--- config.mk ---
export PLATFORM = sky130hd
export DESIGN_NAME = sat_trunc_arb
export DESIGN_NICKNAME = d
export VERILOG_FILES = /design/src/rtl/sat_trunc_arb.sv
export SDC_FILE = /design/constraint.sdc
export NUM_CORES = 1
export LEC_CHECK = 0
export BUFFER_PORTS_ARGS = -buffer_cell sky130_fd_sc_hd__buf_2
export CORE_UTILIZATION = 42
export CTS_BUF_LIST = sky130_fd_sc_hd__clkbuf_16
export DETAILED_ROUTE_END_ITERATION = 12
export PLACE_DENSITY = 0.88
export SLEW_MARGIN = 30
export SYNTH_ARGS = -nofsm -noshare
export SYNTH_HDL_FRONTEND = slang
export SYNTH_SLANG_ARGS = --single-unit
export TNS_END_PERCENT = 5
--- constraint.sdc ---
create_clock -name clk_i -period 3.8 [get_ports clk_i]
set_clock_uncertainty 0.15 [all_clocks]
set_input_delay 0 -clock clk_i [delete_from_list [all_inputs] [get_ports clk_i]]
set_output_delay 0 -clock clk_i [all_outputs]
set_load 0.03 [all_outputs]
--- src/rtl/sat_trunc_arb.sv ---
// Round-robin scheduler sharing one saturate/truncate requantizer among NUM_REQ lanes.
// One grant per cycle, one-cycle latency, with a sticky saturation-event counter.
module sat_trunc_arb #(
    parameter int NUM_REQ   = 4,
    parameter int M_I       = 1,
    parameter int N_I       = 24,
    parameter int M_O       = 1,
    parameter int N_O       = 20,
    parameter int SAT_CNT_W = 16,
    localparam int IW  = M_I + N_I,
    localparam int OW  = M_O + N_O,
    localparam int IDW = (NUM_REQ > 1) ? $clog2(NUM_REQ) : 1
) (
    input  logic                    clk_i,
    input  logic                    rst_ni,
    input  logic [NUM_REQ-1:0]      req_valid_i,
    output logic [NUM_REQ-1:0]      req_ready_o,
    input  logic [NUM_REQ*IW-1:0]   req_data_i,
    output logic                    out_valid_o,
    input  logic                    out_ready_i,
    output logic signed [OW-1:0]    out_data_o,
    output logic [IDW-1:0]          out_id_o,
    output logic                    out_sat_o,
    output logic [SAT_CNT_W-1:0]    sat_cnt_o,
    input  logic                    sat_clr_i
);

    localparam int K = M_I - M_O + 1;
    localparam logic [OW-1:0] SAT_LO = {1'b1, {(OW-1){1'b0}}};
    localparam logic [OW-1:0] SAT_HI = {1'b0, {(OW-1){1'b1}}};

    // Returns {sat, data}; in range only when the K top bits all match the sign.
    function automatic logic [OW:0] requant(input logic signed [IW-1:0] x);
        logic [K-1:0]         top;
        logic signed [OW-1:0] res;
        logic                 sat;
        top = x[IW-1 -: K];
        if ((&top) || !(|top)) begin
            res = x[N_I+M_O-1 : N_I-N_O];
            sat = 1'b0;
        end else if (x[IW-1]) begin
            res = SAT_LO;
            sat = 1'b1;
        end else begin
            res = SAT_HI;
            sat = 1'b1;
        end
        return {sat, res};
    endfunction

    logic [IDW-1:0]        ptr;
    logic [IDW-1:0]        gnt_id_p0;
    logic                  gnt_any_p0;
    logic [IDW-1:0]        lo_id;
    logic                  lo_any;
    logic [IDW-1:0]        hi_id;
    logic                  hi_any;
    logic [NUM_REQ-1:0]    gnt_oh_p0;
    logic signed [IW-1:0]  sel_p0;
    logic signed [OW-1:0]  qdata_p0;
    logic                  qsat_p0;
    logic                  slot_free;
    logic                  xfer_p0;
    logic [IDW-1:0]        ptr_nxt;

    // Stage p0: arbitration, operand select and requantization
    always_comb begin
        lo_id  = '0;
        lo_any = 1'b0;
        hi_id  = '0;
        hi_any = 1'b0;
        // Descending scan so the lowest matching index is left standing.
        for (int k = NUM_REQ - 1; k >= 0; k--) begin
            if (req_valid_i[k]) begin
                lo_id  = IDW'(k);
                lo_any = 1'b1;
                if (IDW'(k) >= ptr) begin
                    hi_id  = IDW'(k);
                    hi_any = 1'b1;
                end
            end
        end
        gnt_any_p0 = lo_any;
        gnt_id_p0  = hi_any ? hi_id : lo_id;
    end

    always_comb begin
        gnt_oh_p0 = '0;
        sel_p0    = '0;
        for (int k = 0; k < NUM_REQ; k++) begin
            gnt_oh_p0[k] = gnt_any_p0 && (gnt_id_p0 == IDW'(k));
            if (gnt_id_p0 == IDW'(k)) sel_p0 = req_data_i[k*IW +: IW];
        end
    end

    generate
        if (N_I > N_O) begin : g_lsb_sink
            logic unused_lsb;
            assign unused_lsb = ^sel_p0[N_I-N_O-1:0];
        end
    endgenerate

    assign {qsat_p0, qdata_p0} = requant(sel_p0);
    assign slot_free   = !out_valid_o || out_ready_i;
    assign req_ready_o = slot_free ? gnt_oh_p0 : '0;
    assign xfer_p0     = slot_free && gnt_any_p0;
    assign ptr_nxt     = (gnt_id_p0 == IDW'(NUM_REQ - 1)) ? '0 : gnt_id_p0 + 1'b1;

    // Stage p1: registered output slot, pointer and saturation counter
    always_ff @(posedge clk_i) begin
        if (!rst_ni) begin
            out_valid_o <= 1'b0;
            out_data_o  <= '0;
            out_id_o    <= '0;
            out_sat_o   <= 1'b0;
            ptr         <= '0;
            sat_cnt_o   <= '0;
        end else begin
            if (xfer_p0) begin
                out_valid_o <= 1'b1;
                out_data_o  <= qdata_p0;
                out_id_o    <= gnt_id_p0;
                out_sat_o   <= qsat_p0;
                ptr         <= ptr_nxt;
            end else if (out_ready_i) begin
                out_valid_o <= 1'b0;
            end

            if (sat_clr_i) begin
                sat_cnt_o <= '0;
            end else if (xfer_p0 && qsat_p0 && (sat_cnt_o != {SAT_CNT_W{1'b1}})) begin
                sat_cnt_o <= sat_cnt_o + 1'b1;
            end
        end
    end

endmodule

# == After elaboration in Yosys (flattened, before gate mapping) ==
# Cells that the tools add are included.
# word_totals
register_bits,26
input_bits,108
# op_classes
add_sub_neg,1
magnitude_cmp,4
eq_ne,3
n_mux,33
n_reduce_logical,9
# op_table
op,n
2-to-1 mux 25 bit,4
2-to-1 mux 2 bit,14
2-to-1 mux 1 bit,14
logical AND 1 bit,5
== test 2 bit (second input constant),2
greater-or-equal comparator 1 x 2 -> 1 bit (first input constant),2
greater-or-equal comparator 2 bit (first input constant),2
2-to-1 mux 4 bit,1
adder 2 x 1 -> 2 bit (second input constant),1
== test 2 x 1 -> 1 bit (second input constant),1
zero test 2 bit,1
nonzero test 2 bit,1
zero test 1 bit,1
logical OR 1 bit,1

# == Logic depth before layout (Yosys ltp) ==
# Gate-level depths: netlist (run 1).
# logic_depth
depth_word,15
mapped_depth,11
depth_no_buf,9

# == Worst setup path after synthesis (run 1) ==
# OpenSTA, ideal clock, no wires.
# synth_timing
path_type,flip-flop to flip-flop
from,register ptr[1]
to,register out_data_o[1]
setup_time_ps,120
arrival_ps,1758
setup_slack_ps,1772
stages_incl_launch_ff,11
n_path_buf,2
cell_sequence,dfxtp_1 a21boi_1 o32ai_2 inv_1 ha_1 buf_2 buf_2 a21oi_1 o21ai_0 a22oi_1 a21oi_2
# synth_via
elab_chain_cells,15
word_cells_on_any_way,29
classes_between,order compare (4); eq/ne (3); mux (21); reduce/logical (1)
# synth_rtl
item,line,rtl
from (decl),51,logic [IDW-1:0] ptr;
from (signal assigned),124,ptr <= ptr_nxt;
greater-or-equal comparator 2 bit,77,if (IDW'(k) >= ptr) begin
2-to-1 mux 2 bit / 2-to-1 mux 1 bit (equally long branches),77,
2-to-1 mux 2 bit / 2-to-1 mux 1 bit (equally long branches),74,if (req_valid_i[k]) begin
2-to-1 mux 2 bit / 2-to-1 mux 1 bit (equally long branches),77,
2-to-1 mux 2 bit / 2-to-1 mux 1 bit (equally long branches),74,
2-to-1 mux 2 bit / 2-to-1 mux 1 bit (equally long branches),77,
2-to-1 mux 2 bit / 2-to-1 mux 1 bit (equally long branches),74,
2-to-1 mux 2 bit / 2-to-1 mux 1 bit (equally long branches),77,
2-to-1 mux 2 bit / 2-to-1 mux 1 bit (equally long branches),74,
2-to-1 mux 2 bit *,84,gnt_id_p0 = hi_any ? hi_id : lo_id;
named net gnt_id_p0[1],52,logic [IDW-1:0] gnt_id_p0;
zero test 2 bit,92,if (gnt_id_p0 == IDW'(k)) sel_p0 = req_data_i[k*IW +: IW];
2-to-1 mux 25 bit (3 in a row),92,
2-to-1 mux 25 bit *,92,
to (signal assigned),121,out_data_o <= qdata_p0;
to (decl),21,"output logic signed [OW-1:0] out_data_o,"
# The timed path passes the listed nets; every way through them passes the cells marked *.
# A chain may end at the register's enable or synchronous reset.

# == Worst setup path after layout (run 1) ==
# layout_timing
from,register ptr[1]
to,register out_data_o[6]
# layout_via
elab_chain_cells,15
word_cells_on_any_way,29
classes_between,order compare (4); eq/ne (3); mux (21); reduce/logical (1)
# layout_rtl
item,line
greater-or-equal comparator 2 bit,77
2-to-1 mux 2 bit / 2-to-1 mux 1 bit (equally long branches),77
2-to-1 mux 2 bit / 2-to-1 mux 1 bit (equally long branches),74
2-to-1 mux 2 bit / 2-to-1 mux 1 bit (equally long branches),77
2-to-1 mux 2 bit / 2-to-1 mux 1 bit (equally long branches),74
2-to-1 mux 2 bit / 2-to-1 mux 1 bit (equally long branches),77
2-to-1 mux 2 bit / 2-to-1 mux 1 bit (equally long branches),74
2-to-1 mux 2 bit / 2-to-1 mux 1 bit (equally long branches),77
2-to-1 mux 2 bit / 2-to-1 mux 1 bit (equally long branches),74
2-to-1 mux 2 bit *,84
zero test 2 bit,92
2-to-1 mux 25 bit (3 in a row),92
2-to-1 mux 25 bit *,92
# Every way passes the cells marked *; elsewhere a longest branch is shown, timed or not.

==> metrics.md, run 1 <==
| Metric | Value |
|---|---|
| Setup violations, final | `0` |
| Area grow syn2layout | `43.3%` |
| Reg2reg setup slack | `between 1 and 1.5 ns` |
| Largest family of logic cells by synthesized area | `compound AO/OA/AOI/OAI gates` |
| Core footprint | `4350 um2` |
| Simple-gate portion of the synthesized area | `9.92%` |
| Top-count cell post-synth | `a21oi_1` |
| Syn Area/Cell | `6.98 um2` |
| Vias | `2,233` |
| Worst-margin pin slew | `0.732 ns` |
| Die area | `4780 um2` |
| Final hold slack | `0.0301 ns` |
| Routed len/inst | `13.2 um` |
| CTS H-tree depth | `1` |
| Hold Vio Cnt, Final | `0` |
| Chip Height | `approximately 69 um` |
| Chip width | `69.1 um` |
| I/O pins | `about 150` |
| XOR/XNOR Fraction of Synth Area | `0%` |
| Area of the multi-input gates | `1080 um2` |
| Max_cap viols | `0` |
| Ant diodes | `0` |
| Post-DR vias/cell | `5.01` |
| CP Data Required Time | `3.83 ns` |
| Initial antenna violation count | `0` |
| Worst R2R End | `out_data_o[6]$_SDFFE_PN0P_` |
| Slew margin rel. | `51.2%` |
| Top post-synthesis cells by area | `dfxtp_1 28%, a21oi_1 17%, a22oi_1 8.3%` |
| Global placer's final weighted congestion | `0.854` |
| Vias in the first global route | `2,036` |
| Starting Density | `43.4%` |
| PortBufs | `around 120` |
| Root buf cell | `clkbuf_16` |
| DRT iter0 DRCs | `about 130` |
| CP Capture Point | `out_data_o[6]$_SDFFE_PN0P_` |
| Tightest Hold Check Type | `primary input to register` |
| FP Rows | `24` |
| Setup TNS | `0 ns` |
| Post-synth EDFFs | `0` |
| Worst setup SP type | `register` |
| CP max FO | `22` |
| Commonest cells in the netlist | `63 x a21oi_1, 26 x dfxtp_1, 26 x o21ai_1` |
| Fraction of layout cells with a size suffix above 1 | `33.5%` |
| Post-Syn Instances | `271` |
| Status | `finished, final reports clean` |
| DR pass1 iterations | `4` |
| Leak | `1.39 nW` |
| First-pass GRT wire length | `9520 um` |
| Global route overflow | `0` |
| Worst Hold Depth | `3` |
| Nets | `508` |
| Crit path launch | `ptr[1]$_SDFFE_PN0P_` |
| Synth warn | `0` |
| FILL cells | `390` |
| CP Data Arrival Time | `2.63 ns` |
| CTS sink cnt | `26` |
| Pin count of the biggest net entering global routing | `44` |
| Period utilisation layout | `68.4%` |
| Hpwl dp | `4130 um` |
| Post-route cell area | `roughly 2700 um2` |
| FF-to-FF Start | `ptr[1]$_SDFFE_PN0P_` |
| Synth Flop Type | `dfxtp_1` |
| Async SR Flop Fraction | `0%` |
| CTS Buf Count | `3` |
| Cts hold-fix bufs | `23` |
| Postcts setup bufs | `0` |
| Cell area after synthesis | `1890 um2` |
| RSZ-0062 raised after global routing | `no` |
| Routed Antenna Nets | `0` |
| Mux share of post-synthesis cell area | `less than 1%` |
| Cts repair resizes | `0` |
| Non-Filler Instances | `approximately 450` |
| Register area | `520 um2` |
| Leading area contributor after synthesis | `dfxtp_1` |
| Worst Setup Path Type | `register to register` |
| Total GRT Usage | `24.6%` |
| FF-to-FF path depth | `7` |
| Reg clk slew, reported paths | `0.06 ns` |
| Synth Area in Adders | `under 10%` |
| Post-synth cell types | `28` |
| F_max | `0.385 GHz` |
| Placed insts | `420` |
| Worst skew pair latency | `0.25 ns` |
| Part of the Yosys area used for sequential elements | `~28%` |
| CTS tree | `yes` |
| Final Critical Period | `2.60 ns` |
| Placed Area | `around 2400 um2` |
| Peak VDD IR | `~0.00024 V` |
| Share of the synthesized area in the top cell type | `27.5%` |
| Fin. max-slew vios | `0` |
| Tot Pwr | `1.20 mW` |
| Number of remaining DRC errors | `0` |
| Pwr/cell area | `approximately 440 nW/um2` |
| WL final | `5900 um` |
| #FFs+latches synth | `26` |
| Complex-gate fraction of the synthesized area | `about two fifths` |
| Max Root-Sink Buffers | `2` |
| Crit. End Element | `register` |
-- state kept, by name, summed over array words and instances (netlist names) --
signal and cells:
out_data_o 21, out_id_o 2, out_valid_o 1, ptr 2
-- per-layer routing --
metal / share of wire (%) / GRT usage [%] / vias to the layer above
li1: - / - / 1159
met3: 4.6 / 2.34 / 22
met1: 44 / 31.5 / 965
met2: 48 / 41.0 / 87
met5: 0 / 0 / -
met4: 3.9 / 12.7 / 0
-- report_power, final --
group,internal (mW),total (mW),switching [mW]
combinational,0.224,0.627,0.403
sequential,0.321,0.346,0.0250
clock,0.139,0.226,0.0866
total,0.684,1.20,0.515
-- cells by family (layout without fill, tap and decap cells) --
group / after synthesis / in the layout
flip-flops: 26 / 26
other: 1 / 17
multiplexers: 1 / 1
AND/OR/NAND/NOR: 38 / 38
AO/OA/AOI/OAI: 135 / 135
adder cells (fa/ha/maj): 4 / 4
buffers and inverters: 66 / 173
-- placed cells by master, fill, tap and decap left out, drive strengths merged --
cell / synthesis / final
conb: 1 / 17
inv: 24 / 24
a22oi: 21 / 21
ha: 4 / 4
nor2b: 5 / 5
a21boi: 2 / 2
mux2i: 1 / 1
o21ai: 43 / 43
dlygate4sd3: 0 / 23
a21oi: 65 / 65
dfxtp: 26 / 26
nor3b: 1 / 1
and2: 4 / 4
o22a: 1 / 1
buf: 32 / 123
nor2: 1 / 1
clkbuf: 10 / 3
o22ai: 2 / 2
o32ai: 1 / 1
nand2: 25 / 25
nor4: 1 / 1
nor3: 1 / 1
-- how the worst min path moves through the flow --
stage | slack, ns | startpoint | endpoint
finish | 0.03 | rst_ni | out_data_o[1]$_SDFFE_PN0P_
global route | 0.07 | rst_ni | out_data_o[1]$_SDFFE_PN0P_
CTS | 0.03 | rst_ni | out_data_o[1]$_SDFFE_PN0P_
detailed placement | 0.18 | req_data_i[86] | out_data_o[7]$_SDFFE_PN0P_
global placement | 0.17 | out_ready_i | out_valid_o$_SDFFE_PN0P_
floorplan | 0.05 | req_valid_i[3] | out_valid_o$_SDFFE_PN0P_
-- critical path: stages, from the launching register on --
cell and delay, ns:
dfxtp_1 0.40, a21boi_1 0.11, o32ai_2 0.39, ha_1 0.71
nand2_1 0.13, o21ai_0 0.31, a22oi_1 0.11, a21oi_1 0.20
-- cell type report --
| class | count | share of cell area, % |
|---|---|---|
| clock buffers | 3 | 2.77 |
| inverters | 24 | 3.32 |
| well taps | 52 | 2.40 |
| repair buffers | 146 | 32.4 |
| multi-input cells | 195 | 39.9 |
| flip-flops and latches | 26 | 19.2 |
-- metrics by stage --
| step | utilization [%] | setup slack, ns |
|---|---|---|
| 6_report | 62.3 | 1.20 |
| 5_1_grt | 62.3 | 0.912 |
| 4_1_cts | 62.3 | 1.26 |
| 3_5_place_dp | 55.3 | 1.29 |
| 3_3_place_gp | 54.6 | 1.38 |
| 2_1_floorplan | - | 1.77 |
Power figures use the tool's default switching activity.
==> inputs of run 2 (changes only) <==
Settings changed: ABC_AREA from default to 1, CORE_UTILIZATION 42 to 36, PLACE_DENSITY 0.88 to 0.8.
Clock period 3.8 ns to 2.17 ns, I/O delays scaled along.
==> metrics.md, run 2 <==
| Metric | Value |
|---|---|
| Core footprint | `5070 um2 (+17%)` |
| I/O pins | `153 (unchanged)` |
| Pre-CTS WS | `-0.157 ns (-1.45 ns)` |
| DRT iter0 DRCs | `44 (-66%)` |
| Setup violations, final | `0 (unchanged)` |
| Pwr/cell area | `733 nW/um2 (+66%)` |
| Wire length on met1 | `3000 um (+16%)` |
| Final worst slack | `0.0117 ns (-1.19 ns)` |
| Crit-path most repeated cell | `nand2_1` |
| Syn Area/Cell | `5.80 um2 (-17%)` |
| Sw frac | `43.4% (+0.47 points)` |
| Number of flip-flops in the largest register | `21 (unchanged)` |
| Biggest regs | `out_data_o: 21 flops, out_id_o: 2 flops, ptr: 2 flops` |
| Period utilisation layout | `a little under 100%` |
| #FFs+latches synth | `26 (unchanged)` |
| Ant diodes | `0 (unchanged)` |
| Top-count cell post-synth | `nand2_1` |
| Critical path's slowest cell | `dfxtp_2` |
| Pin count of the biggest net entering global routing | `21 (-52%)` |
| Fin util | `62.4% (+0.13 points)` |
| Total GRT Usage | `23.2% (-1.5 points)` |
| Non-Filler Instances | `557 (+25%)` |
| Area grow syn2layout | `67.6%` |
| Reg with most FFs | `out_data_o` |
| CP peak stage delay | `0.37 ns (-0.34 ns)` |
| Initial antenna violation count | `0 (unchanged)` |
| Placed insts | `512 (+22%)` |
| Max Root-Sink Buffers | `2 (unchanged)` |
| Worst Setup Path Type | `register to output pin` |
| Wire length on met2 | `3640 um (+30%)` |
| Routed len/inst | `12.9 um (-2.8%)` |
| F_max | `0.463 GHz` |
| Hpwl dp | `4280 um (+3.6%)` |
| Peak VDD IR | `0.000390 V (+63%)` |
| Final Critical Period | `between 2 and 2.5 ns` |
| Global route overflow | `0 (unchanged)` |
| Post-DR vias/cell | `4.61 (-7.9%)` |
| Worst setup SP type | `register` |
| Final hold slack | `-0.0407 ns (-0.0708 ns)` |
| Synth warn | `0 (unchanged)` |
| CTS H-tree depth | `1 (unchanged)` |
| Leading area contributor after synthesis | `dfxtp_1` |
| Logic pwr share | `56.2% (+3.9 points)` |
| CP Data Arrival Time | `2.01 ns (-0.62 ns)` |
| WL met3 | `396 um (+46%)` |
| Tightest Hold Check Type | `primary input to register` |
| Root buf cell | `clkbuf_16` |
| Chip Height | `74.4 um (+7.7%)` |
| Max_cap viols | `0 (unchanged)` |
| Register area | `526 um2 (+0.96%)` |
| Area of the multi-input gates | `1270 um2 (+18%)` |
| Post-synth cell types | `20 (-29%)` |
| Max layer used | `met4` |
| P_sw | `1.01 mW (+96%)` |
| Share of the synthesized area in the top cell type | `27.5% (+0.036 points)` |
| Worst skew pair latency | `0.26 ns (about the same)` |
| Fin. max-slew vios | `0 (unchanged)` |
| CTS tree | `yes` |
| Commonest non-fill, non-tap cell in the layout | `buf_2` |
| FP Rows | `26 (+8.3%)` |
| Reg clk slew, reported paths | `0.07 ns (about the same)` |
| Commonest cells after routing, fill and taps aside | `116 x buf_2, 108 x nand2_1, 67 x nor2_1` |
| Vias in the first global route | `2,297 (+13%)` |
| RSZ-0062 raised after global routing | `yes` |
| Leak | `1.71 nW (+23%)` |
| Fraction of layout cells with a size suffix above 1 | `37.4% (+3.9 points)` |
| PortBufs | `118 (unchanged)` |
| CP Data Required Time | `2.02 ns (-1.81 ns)` |
| Global placer's final weighted congestion | `0.741 (-13%)` |
| FILL cells | `465 (+19%)` |
| Failing checks | `negative hold slack` |
| Flop pwr share | `26.2% (-2.7 points)` |
| Slew margin rel. | `55.4% (+4.2 points)` |
| CP max FO | `11 (-50%)` |
| DR pass1 iterations | `4 (unchanged)` |
| Die area | `5540 um2 (+16%)` |
| Post-synth EDFFs | `0 (unchanged)` |
| CTS sink cnt | `26 (unchanged)` |
| Top post-synthesis cells by area | `dfxtp_1 28%, nand2_1 23%, nor2_1 14%` |
| CTS Buf Count | `3 (unchanged)` |
| Hold Vio Cnt, Final | `7 (+7)` |
| Async SR Flop Fraction | `0% (unchanged)` |
| Chip width | `74.4 um (+7.7%)` |
| Synth Flop Type | `dfxtp_1` |
| Number of remaining DRC errors | `0 (unchanged)` |
| First-pass GRT wire length | `9750 um (+2.5%)` |
| Int Pwr | `1.31 mW (+92%)` |
| Setup TNS | `0 ns (unchanged)` |
| Part of the Yosys area used for sequential elements | `27.5% (+0.036 points)` |
| Clock share of power | `17.6% (-1.2 points)` |
| Routed Antenna Nets | `0 (unchanged)` |
| Commonest cells in the netlist | `114 x nand2_1, 70 x nor2_1, 29 x a21oi_1` |
| Post-Syn Instances | `326 (+20%)` |
| Nets | `600 (+18%)` |
| Vias | `2,568 (+15%)` |
| WL final | `7170 um (+21%)` |
| Status | `complete, but fails checks` |
| Cell area after synthesis | `1890 um2 (-0.13%)` |
| Crit. End Element | `output pin` |
| Starting Density | `37.2% (-6.2 points)` |
| Critical Path, Cell by Cell | `nand2_1 -> a21oi_2 -> nand2_1 -> o21ai_1 -> buf_4 -> ha_2 -> buf_6 -> inv_1 -> nor2_1 -> clkbuf_4` |
| Worst-margin pin slew | `0.668 ns (-0.0644 ns)` |
==> run 2: cell types whose count changed in the layout (fill, tap and decap cells not counted), moves of 7 or more <==
cell	previous run	this run
a21oi_1	63	14
a21oi_2	1	15
a22oi_1	21	0
buf_4	4	11
buf_6	0	7
dlygate4sd3_1	23	37
inv_1	24	10
nand2_1	25	108
nand2_2	0	8
nor2_1	1	67
o21ai_1	26	11
==> run 2: final timing paths <==
| kind | from | end | slack [ns] | cells past startpoint |
|---|---|---|---|---|
| max | ptr[0]$_SDFFE_PN0P_ | req_ready_o[1] | 0.01 | 10 |
| min | req_data_i[70] | out_data_o[16]$_SDFFE_PN0P_ | -0.04 | 5 |
| max reg2reg | ptr[0]$_SDFFE_PN0P_ | out_data_o[1]$_SDFFE_PN0P_ | 0.04 | 14 |
| min reg2reg | ptr[0]$_SDFFE_PN0P_ | ptr[0]$_SDFFE_PN0P_ | 0.36 | 2 |
==> run 2: cell type report <==
class,instances,share of cell area [%]
multi-input combinational,268,40.2
timing repair buffer,173,36.0
sequential,26,16.6
tap,70,2.77
clock buffer,3,2.37
inverter,16,1.98
clock inverter,1,0.119
==> run 2: layer usage <==
| metal | GRT usage, % | up-vias |
|---|---|---|
| li1 | - | 1302 |
| met1 | 25.2 | 1149 |
| met2 | 44.3 | 107 |
| met3 | 3.66 | 10 |
| met4 | 9.01 | 0 |
| met5 | 0 | - |
==> run 2: what timing repair did <==
item	CTS	global route
gates resized for setup	13	51
buffers inserted	0	2
pin swaps	1	36
hold buffers	36	1
endpoints found under the hold margin	25	1
gates cloned	2	0
setup endpoints to repair	24	24
==> run 2: power groups by stage <==
stage	clock, mW	combinational [mW]	sequential (mW)
2_1_floorplan	0	0.610	0.765
3_3_place_gp	0	1.06	0.610
3_5_place_dp	0	1.08	0.611
4_1_cts	0.423	1.18	0.603
5_1_grt	0.436	1.42	0.618
6_report	0.410	1.30	0.608
==> run 2: cell families (layout without fill, tap and decap cells) <==
group,after synthesis,after routing,share of synthesized area (%)
buf+inv,49,193,15.4
fa+ha+maj,4,4,2.65
other cells,1,17,0.198
compound gates,53,53,14.0
simple gates,193,194,40.2
flops,26,26,27.5
==> run 2: metrics by stage <==
step	hold WS, ns	instance area (um2)	power [mW]
after global placement	0.126	2520	1.67
after detailed placement	0.132	2520	1.69
after global routing	0.0113	3170	2.47
final	-0.0407	3170	2.32
after floorplan	-0.0524	1950	1.37
after CTS	0.00299	3010	2.21
==> run 2: worst max-delay path, delay by kind of cell, from the launching register on <==
family          cells  cell delay (ns)
fa+ha+maj           1             0.24
flops               1             0.37
simple gates        3             0.27
compound gates      2             0.27
buf+inv             4             0.59
==> inputs of run 3 (changes only) <==
Settings changed: CORE_MARGIN from default to 5.
==> metrics.md, run 3 (synthesis gave the netlist of run 2 again) <==
| Metric | Value |
|---|---|
| Sw frac | `43.3% (-0.15 points)` |
| CTS sink cnt | `26 (unchanged)` |
| Critical Path, Cell by Cell | `nor2_4 -> a21oi_2 -> nand2_1 -> o21ai_1 -> buf_4 -> inv_4 -> ha_2 -> buf_6 -> a21oi_1 -> nand2_1 -> o21ai_0 -> nor2_1 -> nor2_1 -> nor2_1` |
| Vias in the first global route | `2,519 (+9.7%)` |
| Post-DR vias/cell | `4.64 (+0.68%)` |
| First-pass GRT wire length | `11,300 um (+15%)` |
| Critical path's slowest cell | `dfxtp_4` |
| Die area | `6800 um2 (+23%)` |
| Root buf cell | `clkbuf_16` |
| Global route hottest layer | `met2` |
| CP Data Arrival Time | `2.17 ns (+0.16 ns)` |
| Hold Vio Cnt, Final | `2 (-5)` |
| Biggest regs | `out_data_o: 21 flops, out_id_o: 2 flops, ptr: 2 flops` |
| Peak VDD IR | `0.000389 V (-0.12%)` |
| Logic pwr share | `56.6% (+0.4 points)` |
| I/O pins | `153 (unchanged)` |
| PortBufs | `118 (unchanged)` |
| CTS H-tree depth | `1 (unchanged)` |
| Ant diodes | `0 (unchanged)` |
| Tightest Hold Check Type | `primary input to register` |
| Leak | `1.74 nW (+2.0%)` |
| Crit path launch | `ptr[1]$_SDFFE_PN0P_` |
| Area grow syn2layout | `72.3%` |
| CP Data Required Time | `2.14 ns (+0.12 ns)` |
| Slew margin rel. | `50.8% (-4.7 points)` |
| Starting Density | `37.0% (-0.24 points)` |
| WL final | `7920 um (+11%)` |
| Chip width | `82.4 um (+11%)` |
| Setup TNS | `-0.0354 ns (-0.0354 ns)` |
| DRT iter0 DRCs | `85 (+93%)` |
| CP max FO | `10 (-1)` |
| Routed len/inst | `14.0 um (+9.2%)` |
| Final Critical Period | `2.20 ns (+0.0410 ns)` |
| Reg clk slew, reported paths | `0.06 ns (about the same)` |
| Max_cap viols | `0 (unchanged)` |
| Period utilisation layout | `101% (+1.9 points)` |
| Tot Pwr | `2.37 mW (+2.0%)` |
| Commonest cells after routing, fill and taps aside | `116 x buf_2, 108 x nand2_1, 67 x nor2_1` |
| Total GRT Usage | `21.6% (-1.6 points)` |
| Nets | `607 (+1.2%)` |
| Crit. End Element | `register` |
| Failing checks | `negative hold slack, negative setup slack` |
| Met3 GRT Util | `4.66% (+1.0 points)` |
| F_max | `0.455 GHz (-1.9%)` |
| Status | `complete, but fails checks` |
| FILL cells | `442 (-4.9%)` |
| Clock share of power | `17.4% (-0.2 points)` |
| Commonest non-fill, non-tap cell in the layout | `buf_2` |
| Final worst slack | `-0.0293 ns (-0.0410 ns)` |
| Worst skew pair latency | `0.26 ns (about the same)` |
| Crit-path most repeated cell | `nor2_1` |
| Met2 global-route usage | `40.9% (-3.5 points)` |
| Global route overflow | `0 (unchanged)` |
| Chip Height | `82.4 um (+11%)` |
| HP Start | `req_data_i[65]` |
| Core footprint | `5110 um2 (+0.64%)` |
| FF-to-FF Start | `ptr[1]$_SDFFE_PN0P_` |
| Fraction of layout cells with a size suffix above 1 | `35.8% (-1.5 points)` |
| Number of flip-flops in the largest register | `21 (unchanged)` |
| Met1 GRT Util | `22.9% (-2.3 points)` |
| Vias | `2,618 (+1.9%)` |
| Pwr/cell area | `728 nW/um2 (-0.73%)` |
| Flop pwr share | `26.0% (-0.2 points)` |
| Max Root-Sink Buffers | `2 (unchanged)` |
| Hpwl dp | `4790 um (+12%)` |
| Reg with most FFs | `out_data_o` |
| Worst setup SP type | `register` |
| RSZ-0062 raised after global routing | `yes` |
| P_sw | `1.02 mW (+1.7%)` |
| Initial antenna violation count | `0 (unchanged)` |
| Int Pwr | `1.34 mW (+2.3%)` |
| Number of remaining DRC errors | `0 (unchanged)` |
| FP Rows | `26 (unchanged)` |
| CTS tree | `yes` |
| Routed Antenna Nets | `0 (unchanged)` |
| Worst-margin pin slew | `0.738 ns (+0.0702 ns)` |
| CTS Buf Count | `3 (unchanged)` |
| Final hold slack | `-0.0178 ns (+0.0229 ns)` |
| Worst Setup Path Type | `register to register` |
| Setup violations, final | `3 (+3)` |
| DR pass1 iterations | `4 (unchanged)` |
| Global placer's final weighted congestion | `0.851 (+15%)` |
| Pin count of the biggest net entering global routing | `21 (unchanged)` |
| Fin. max-slew vios | `0 (unchanged)` |
| CP peak stage delay | `0.40 ns (+0.03 ns)` |
run 3: layout make-up:
type / instances / area [um2] / share of cell area (%)
multi-input cells: 269 / 1270 / 39.1
clock inverters: 1 / 3.75 / 0.115
well taps: 70 / 87.6 / 2.69
flip-flops and latches: 26 / 526 / 16.1
inverters: 16 / 71.3 / 2.19
clock buffers: 3 / 75.1 / 2.31
repair buffers: 179 / 1220 / 37.4
run 3: stage by stage:
step	hold slack, ns	setup slack [ns]	cell area, um2	std cells	util, %
after floorplan	-0.0524	0.0321	1950	342	-
after global placement	0.126	-0.00926	2510	511	49.2
after detailed placement	0.134	-0.0983	2510	511	49.2
after CTS	0.00509	0.00693	3100	560	60.7
after global routing	0.00567	-0.140	3250	564	63.7
final	-0.0178	-0.0293	3250	564	63.7
run 3: power groups by stage:
| stage | registers, mW | logic [mW] | clock network (mW) |
|---|---|---|---|
| 2_1_floorplan | 0.765 | 0.610 | 0 |
| 3_3_place_gp | 0.611 | 1.07 | 0 |
| 3_5_place_dp | 0.613 | 1.08 | 0 |
| 4_1_cts | 0.608 | 1.20 | 0.429 |
| 5_1_grt | 0.625 | 1.46 | 0.454 |
| 6_report | 0.615 | 1.34 | 0.413 |
run 3: critical path, delay by kind of cell (launching register included):
kind,cells,cell delay (ns)
AO/OA/AOI/OAI,4,0.56
adder cells (fa/ha/maj),1,0.19
buffers and inverters,3,0.37
flip-flops,1,0.40
AND/OR/NAND/NOR,6,0.40
run 3: worst paths after layout:
check	to	slack (ns)	cells after the start
setup / recovery	out_data_o[2]$_SDFFE_PN0P_	-0.03	14
setup reg to reg	out_data_o[2]$_SDFFE_PN0P_	-0.03	14
hold / removal	out_data_o[11]$_SDFFE_PN0P_	-0.02	5
hold reg to reg	ptr[0]$_SDFFE_PN0P_	0.36	2
run 3: metal layers:
| metal | share of wire [%] | vias up | wire (um) |
|---|---|---|---|
| met5 | 0 | - | 0 |
| met4 | 1.4 | 0 | 114 |
| met3 | 10 | 13 | 821 |
| met2 | 49 | 138 | 3920 |
| met1 | 39 | 1153 | 3070 |
| li1 | - | 1314 | - |
run 3: what timing repair did:
item / in CTS / in global routing
gates resized for setup: 19 / 44
endpoints found under the setup margin: 24 / 25
hold buffers: 42 / 0
cloned: 2 / 2
hold endpoints to repair: 25 / 0
pin swaps: 4 / 36
setup buffers: 1 / 2
